==> src/rtl/id_ex_stage.sv <==
// ID/EX pipeline register in front of the 32-bit ALU: captures decoded operands,
// forwards EX/MEM and MEM/WB results onto a/b, and inserts load-use bubbles.
module id_ex_stage (
    input  logic        clk,
    input  logic        rst,
    input  logic        stall,
    input  logic        flush,
    input  logic        id_valid,
    input  logic [31:0] id_rs_data,
    input  logic [31:0] id_rt_data,
    input  logic [31:0] id_imm,
    input  logic [4:0]  id_shamt,
    input  logic [4:0]  id_rs,
    input  logic [4:0]  id_rt,
    input  logic [4:0]  id_rd,
    input  logic [3:0]  id_aluc,
    input  logic        id_sel_shamt,
    input  logic        id_sel_imm,
    input  logic        id_reg_write,
    input  logic        id_mem_read,
    input  logic        mem_reg_write,
    input  logic [4:0]  mem_rd,
    input  logic [31:0] mem_result,
    input  logic        wb_reg_write,
    input  logic [4:0]  wb_rd,
    input  logic [31:0] wb_result,
    output logic        ex_valid,
    output logic [31:0] ex_a,
    output logic [31:0] ex_b,
    output logic [3:0]  ex_aluc,
    output logic [4:0]  ex_rd,
    output logic        ex_reg_write,
    output logic        ex_mem_read,
    output logic        load_use_stall
);

    typedef struct packed {
        logic        valid;
        logic [4:0]  rs;
        logic [4:0]  rt;
        logic [4:0]  rd;
        logic [3:0]  aluc;
        logic        sel_shamt;
        logic        sel_imm;
        logic [4:0]  shamt;
        logic [31:0] imm;
        logic [31:0] rs_val;
        logic [31:0] rt_val;
        logic        reg_write;
        logic        mem_read;
    } ex_entry_t;

    typedef enum logic [1:0] {
        UPD_CAPTURE,
        UPD_HOLD,
        UPD_BUBBLE
    } upd_e;

    ex_entry_t   ex_q, ex_d;
    upd_e        upd;
    logic [31:0] fwd_rs, fwd_rt;

    // EX/MEM outranks MEM/WB; register 0 is never a forwarding target.
    function automatic logic [31:0] forward(
        input logic [4:0]  src,
        input logic [31:0] stored,
        input logic        m_we,
        input logic [4:0]  m_rd,
        input logic [31:0] m_res,
        input logic        w_we,
        input logic [4:0]  w_rd,
        input logic [31:0] w_res
    );
        logic [31:0] val;
        val = stored;
        if (m_we && (m_rd != '0) && (m_rd == src)) begin
            val = m_res;
        end else if (w_we && (w_rd != '0) && (w_rd == src)) begin
            val = w_res;
        end
        return val;
    endfunction

    always_comb begin
        fwd_rs = forward(ex_q.rs, ex_q.rs_val, mem_reg_write, mem_rd, mem_result,
                         wb_reg_write, wb_rd, wb_result);
        fwd_rt = forward(ex_q.rt, ex_q.rt_val, mem_reg_write, mem_rd, mem_result,
                         wb_reg_write, wb_rd, wb_result);
    end

    always_comb begin
        load_use_stall = ex_q.valid & ex_q.mem_read & id_valid & (ex_q.rd != '0) &
                         ((ex_q.rd == id_rs) | (ex_q.rd == id_rt));
    end

    always_comb begin
        upd = UPD_CAPTURE;
        if (flush) begin
            upd = UPD_BUBBLE;
        end else if (stall) begin
            upd = UPD_HOLD;
        end else if (load_use_stall) begin
            upd = UPD_BUBBLE;
        end
    end

    // A held entry keeps refreshing its operand values so that a producer
    // retiring while EX is frozen still lands in the stored data.
    always_comb begin
        ex_d = ex_q;
        unique case (upd)
            UPD_BUBBLE: begin
                ex_d = '0;
            end
            UPD_HOLD: begin
                ex_d.rs_val = fwd_rs;
                ex_d.rt_val = fwd_rt;
            end
            default: begin
                ex_d.valid     = id_valid;
                ex_d.rs        = id_rs;
                ex_d.rt        = id_rt;
                ex_d.rd        = id_rd;
                ex_d.aluc      = id_aluc;
                ex_d.sel_shamt = id_sel_shamt;
                ex_d.sel_imm   = id_sel_imm;
                ex_d.shamt     = id_shamt;
                ex_d.imm       = id_imm;
                ex_d.rs_val    = (id_rs == '0) ? '0 : id_rs_data;
                ex_d.rt_val    = (id_rt == '0) ? '0 : id_rt_data;
                ex_d.reg_write = id_reg_write & id_valid;
                ex_d.mem_read  = id_mem_read & id_valid;
            end
        endcase
    end

    always_ff @(posedge clk) begin
        if (rst) begin
            ex_q <= '0;
        end else begin
            ex_q <= ex_d;
        end
    end

    always_comb begin
        ex_valid     = ex_q.valid;
        ex_a         = ex_q.sel_shamt ? {27'b0, ex_q.shamt} : fwd_rs;
        ex_b         = ex_q.sel_imm ? ex_q.imm : fwd_rt;
        ex_aluc      = ex_q.aluc;
        ex_rd        = ex_q.rd;
        ex_reg_write = ex_q.valid & ex_q.reg_write;
        ex_mem_read  = ex_q.valid & ex_q.mem_read;
    end

endmodule
==> config.mk <==
export PLATFORM = sky130hd
export DESIGN_NAME = id_ex_stage
export DESIGN_NICKNAME = d
export VERILOG_FILES = /design/src/rtl/id_ex_stage.sv
export SDC_FILE = /design/constraint.sdc
export NUM_CORES = 1
export LEC_CHECK = 0
export CAP_MARGIN = 0
export CORE_MARGIN = 5
export CORE_UTILIZATION = 44
export DETAILED_ROUTE_END_ITERATION = 10
export GPL_TIMING_DRIVEN = 0
export MAX_ROUTING_LAYER = met4
export PLACE_DENSITY = 0.81
export SYNTH_ARGS = -nofsm -noshare
export SYNTH_HDL_FRONTEND = slang
export SYNTH_SLANG_ARGS = --single-unit
==> constraint.sdc <==
create_clock -name clk -period 3.2 [get_ports clk]
set_input_delay 0.64 -clock clk [delete_from_list [all_inputs] [get_ports clk]]
set_output_delay 0.64 -clock clk [all_outputs]
set_load 0.005 [all_outputs]
==> flow_summary.ini <==
[pwr]
switchingPower_mw = 1.24
p_int_mw = 3.44
switching_share_pct = 26.5
p_clk_share_pct = 41.8
p_seq_share_pct = 36.3
p_leak_nw = 4.20
pwr-share-comb_pct = 21.9
vdd_drop_max_mv = 0.376
p_per_area_mw_per_mm2 = 426

[route]
via_per_inst = 5.80
ant_nets = 0
first_pass_iters = 8
vias = 7943
drc = 0
wirelength_um = 30300
wl_per_cell_um = 22.2
dr.first_iter.drc_count = 802

[global_routing]
gr-total-overflow = 0
grt_max_degree = 20
grt_pass1_wl_um = 45600
grt_pass1_vias = 8244
antenna_found_initial = 0
grt_usage_pct = 33.2

[sta]
setup_viol = 7
hold_ws_ps = 491
drv_slew = 0
min_period_ps = 3290
hold_viol = 0
setup_ws_ps = -87.4
fin_crit_sh_pct = 103
tightest_slew_ps = 887
relSlewSlack_pct = 40.8
fin_skew_ps = 13.9
fmax_ghz = 0.304
rsz0062_at_grt = true

[clock_tree]
cts_sinks = 125
clk_path_buf_depth = 2
cts_tree = built
root_buffer = clkbuf_16
numCtsBuffers = 17
h-tree-depth = 4
clk_latency_ps = 420
path_clk_slew_ps = 50

[finish]
finalNonFillerCells = 1369
fin_util_pct = 72.0
syn2layout_area_growth_pct = 59.6
layout-drive-gt1-share_pct = 18.3
final_cell_mix = clkdlybuf4s50_1 (203), dfxtp_1 (121), nand2_1 (103)
final_common_cell = clkdlybuf4s50_1
final_nets = 1351

[die]
rows = 45
dieArea_mm2 = 0.0183
initial_core_util_pct = 45.1
fp.dieH_um = 135
io_pins = 282
die_x_um = 135
core_area_mm2 = 0.0153

[status]
status = finished, violations left
violations = negative setup slack

[critical_path]
rr_worst_depth = 9
crit_path_max_incr_delay_ps = 530
rr_startpoint = ex_rd[0]$_SDFFE_PP0N_
critPathArrivalTime_ps = 2650
start_kind = input pin
cp-end-kind = output port
reg2reg_slack_ps = 480
reg2reg_to = ex_q[32]$_SDFF_PP0_
worstPathRequired_ps = 2560
crit_fanout = 4
critPathSlowestCell = or4_4
worstPathCellList = buf_8 > or4_4 > o21ai_4 > or4_4 > nor2_4 > buf_6 > buf_8 > buf_6 > a222oi_1 > buf_2
path_class = input pin to output port

[hold_path]
hp-class = flop to flop
holdPathEnd = ex_aluc[0]$_SDFFE_PP0N_
min_from = ex_aluc[0]$_SDFFE_PP0N_
holdPathStages = 2

[placement]
gp_congestion = 0.943
dp.cells = 1313
portBuffers = 280
place.detailed.hpwl_um = 21000

[logic_synthesis]
syn_inst = 822
yosys.area.top_type = dfxtp_1
synth_area_mm2 = 0.00689
seq_area_frac_synth_pct = 36.3
synthTopCellsByArea = dfxtp_1 (36%), mux2i_1 (9.3%), o221ai_1 (8.1%)
synth_top_cell_area_share_pct = 36.3
ys_types = 34
ys_warn_count = 0
avgSynthCellArea_um2 = 8.38
synth.net_count = 1028
ys_seq_elements = 125

[flow_run]
max_cap_violations = 0
registers in the layout, summed over array words and instances, names as in the netlist:
| register | count |
|---|---|
| ex_q | 115 |
| ex_rd | 5 |
| ex_aluc | 4 |
| ex_valid | 1 |
final cells by class:
| cell class | count | area [µm²] |
|---|---|---|
| Timing Repair Buffer | 307 | 2830 |
| Sequential cell | 125 | 2510 |
| Inverter | 60 | 225 |
| Antenna cell | 1 | 2.50 |
| Fill cell | 1222 | 4270 |
| Multi-Input combinational cell | 554 | 4030 |
| Tap cell | 211 | 264 |
| Clock inverter | 8 | 115 |
| Clock buffer | 23 | 468 |
| Buffer | 80 | 541 |
worst max-delay path: cells and delay by family:
| family | cells | cell delay [ps] |
|---|---|---|
| buffers and inverters | 5 | 690 |
| and+or+nand+nor | 3 | 760 |
| AOI/OAI and AO/OA | 2 | 540 |
cell families (layout without fill, tap and decap cells):
| group | after synthesis | in the layout | synth area share, % |
|---|---|---|---|
| AND/OR/NAND/NOR | 263 | 263 | 18.6 |
| other | 0 | 1 | 0 |
| multiplexers | 64 | 64 | 9.30 |
| adder cells (fa/ha/maj) | 1 | 1 | 0.182 |
| AO/OA/AOI/OAI | 198 | 198 | 22.6 |
| XOR/XNOR | 28 | 28 | 3.56 |
| flip-flops | 125 | 125 | 36.3 |
| buffers and inverters | 143 | 478 | 9.39 |
synthesized netlist by cell type (all sizes together):
cell type	count
dfxtp	125
nand2	103
nor2	68
mux2i	64
o221ai	64
a21oi	61
inv	60
nor3b	59
clkbuf	45
buf	38
o2bb2ai	27
a222oi	26
xnor2	19
nor3	17
a221oi	11
xor2	9
nand3	5
or4	4
nor2b	3
o41ai	3
a211oi	2
a22oi	2
and2	2
nand2b	2
a31oi	1
ha	1
o21ai	1
worst max path at each step:
stage                           start  endpoint  cells past startpoint
2_1_floorplan               mem_rd[1]   ex_b[0]                      7
3_3_place_gp                 wb_rd[4]   ex_a[2]                      8
3_5_place_dp                 wb_rd[3]   ex_a[2]                      8
4_1_cts                     mem_rd[3]   ex_a[2]                     11
5_1_grt        ex_q[117]$_SDFFE_PP0N_  ex_b[11]                      7
6_report                    mem_rd[2]   ex_a[2]                     10
power by group through the flow:
stage	clock [mW]	combinational [mW]	sequential [mW]
6_report	1.95	1.03	1.70
2_1_floorplan	0	0.419	1.71
3_5_place_dp	0	1.00	1.72
4_1_cts	1.96	1.01	1.69
3_3_place_gp	0	0.995	1.72
5_1_grt	2.03	1.10	1.70
through the flow:
stage	power [mW]	area, µm²	setup TNS [ps]	worst slack, ps
floorplan	2.13	6890	0	493
global placement	2.72	9950	-114530	-1030
detailed placement	2.73	9950	-120660	-1050
CTS	4.66	10900	-337	-95.6
global route	4.84	11000	-1020	-124
finish	4.68	11000	-350	-87.4
repair_timing:
item / 4_1_cts / 5_1_grt
pin swaps: 24 / 19
resized for setup: 317 / 66
endpoints found under the setup margin: 138 / 187
endpoints found under the hold margin: 0 / 0
hold buffers: 0 / 0
gates cloned: 2 / 0
setup buffers: 24 / 2
layer usage:
metal	up-vias	share of wire (%)	global-route usage, %
li1	3636	-	-
met3	73	9.7	7.34
met2	480	48	54.6
met5	-	0	-
met4	0	3.1	11.6
met1	3754	39	40.2
Power figures use the tool's default switching activity.
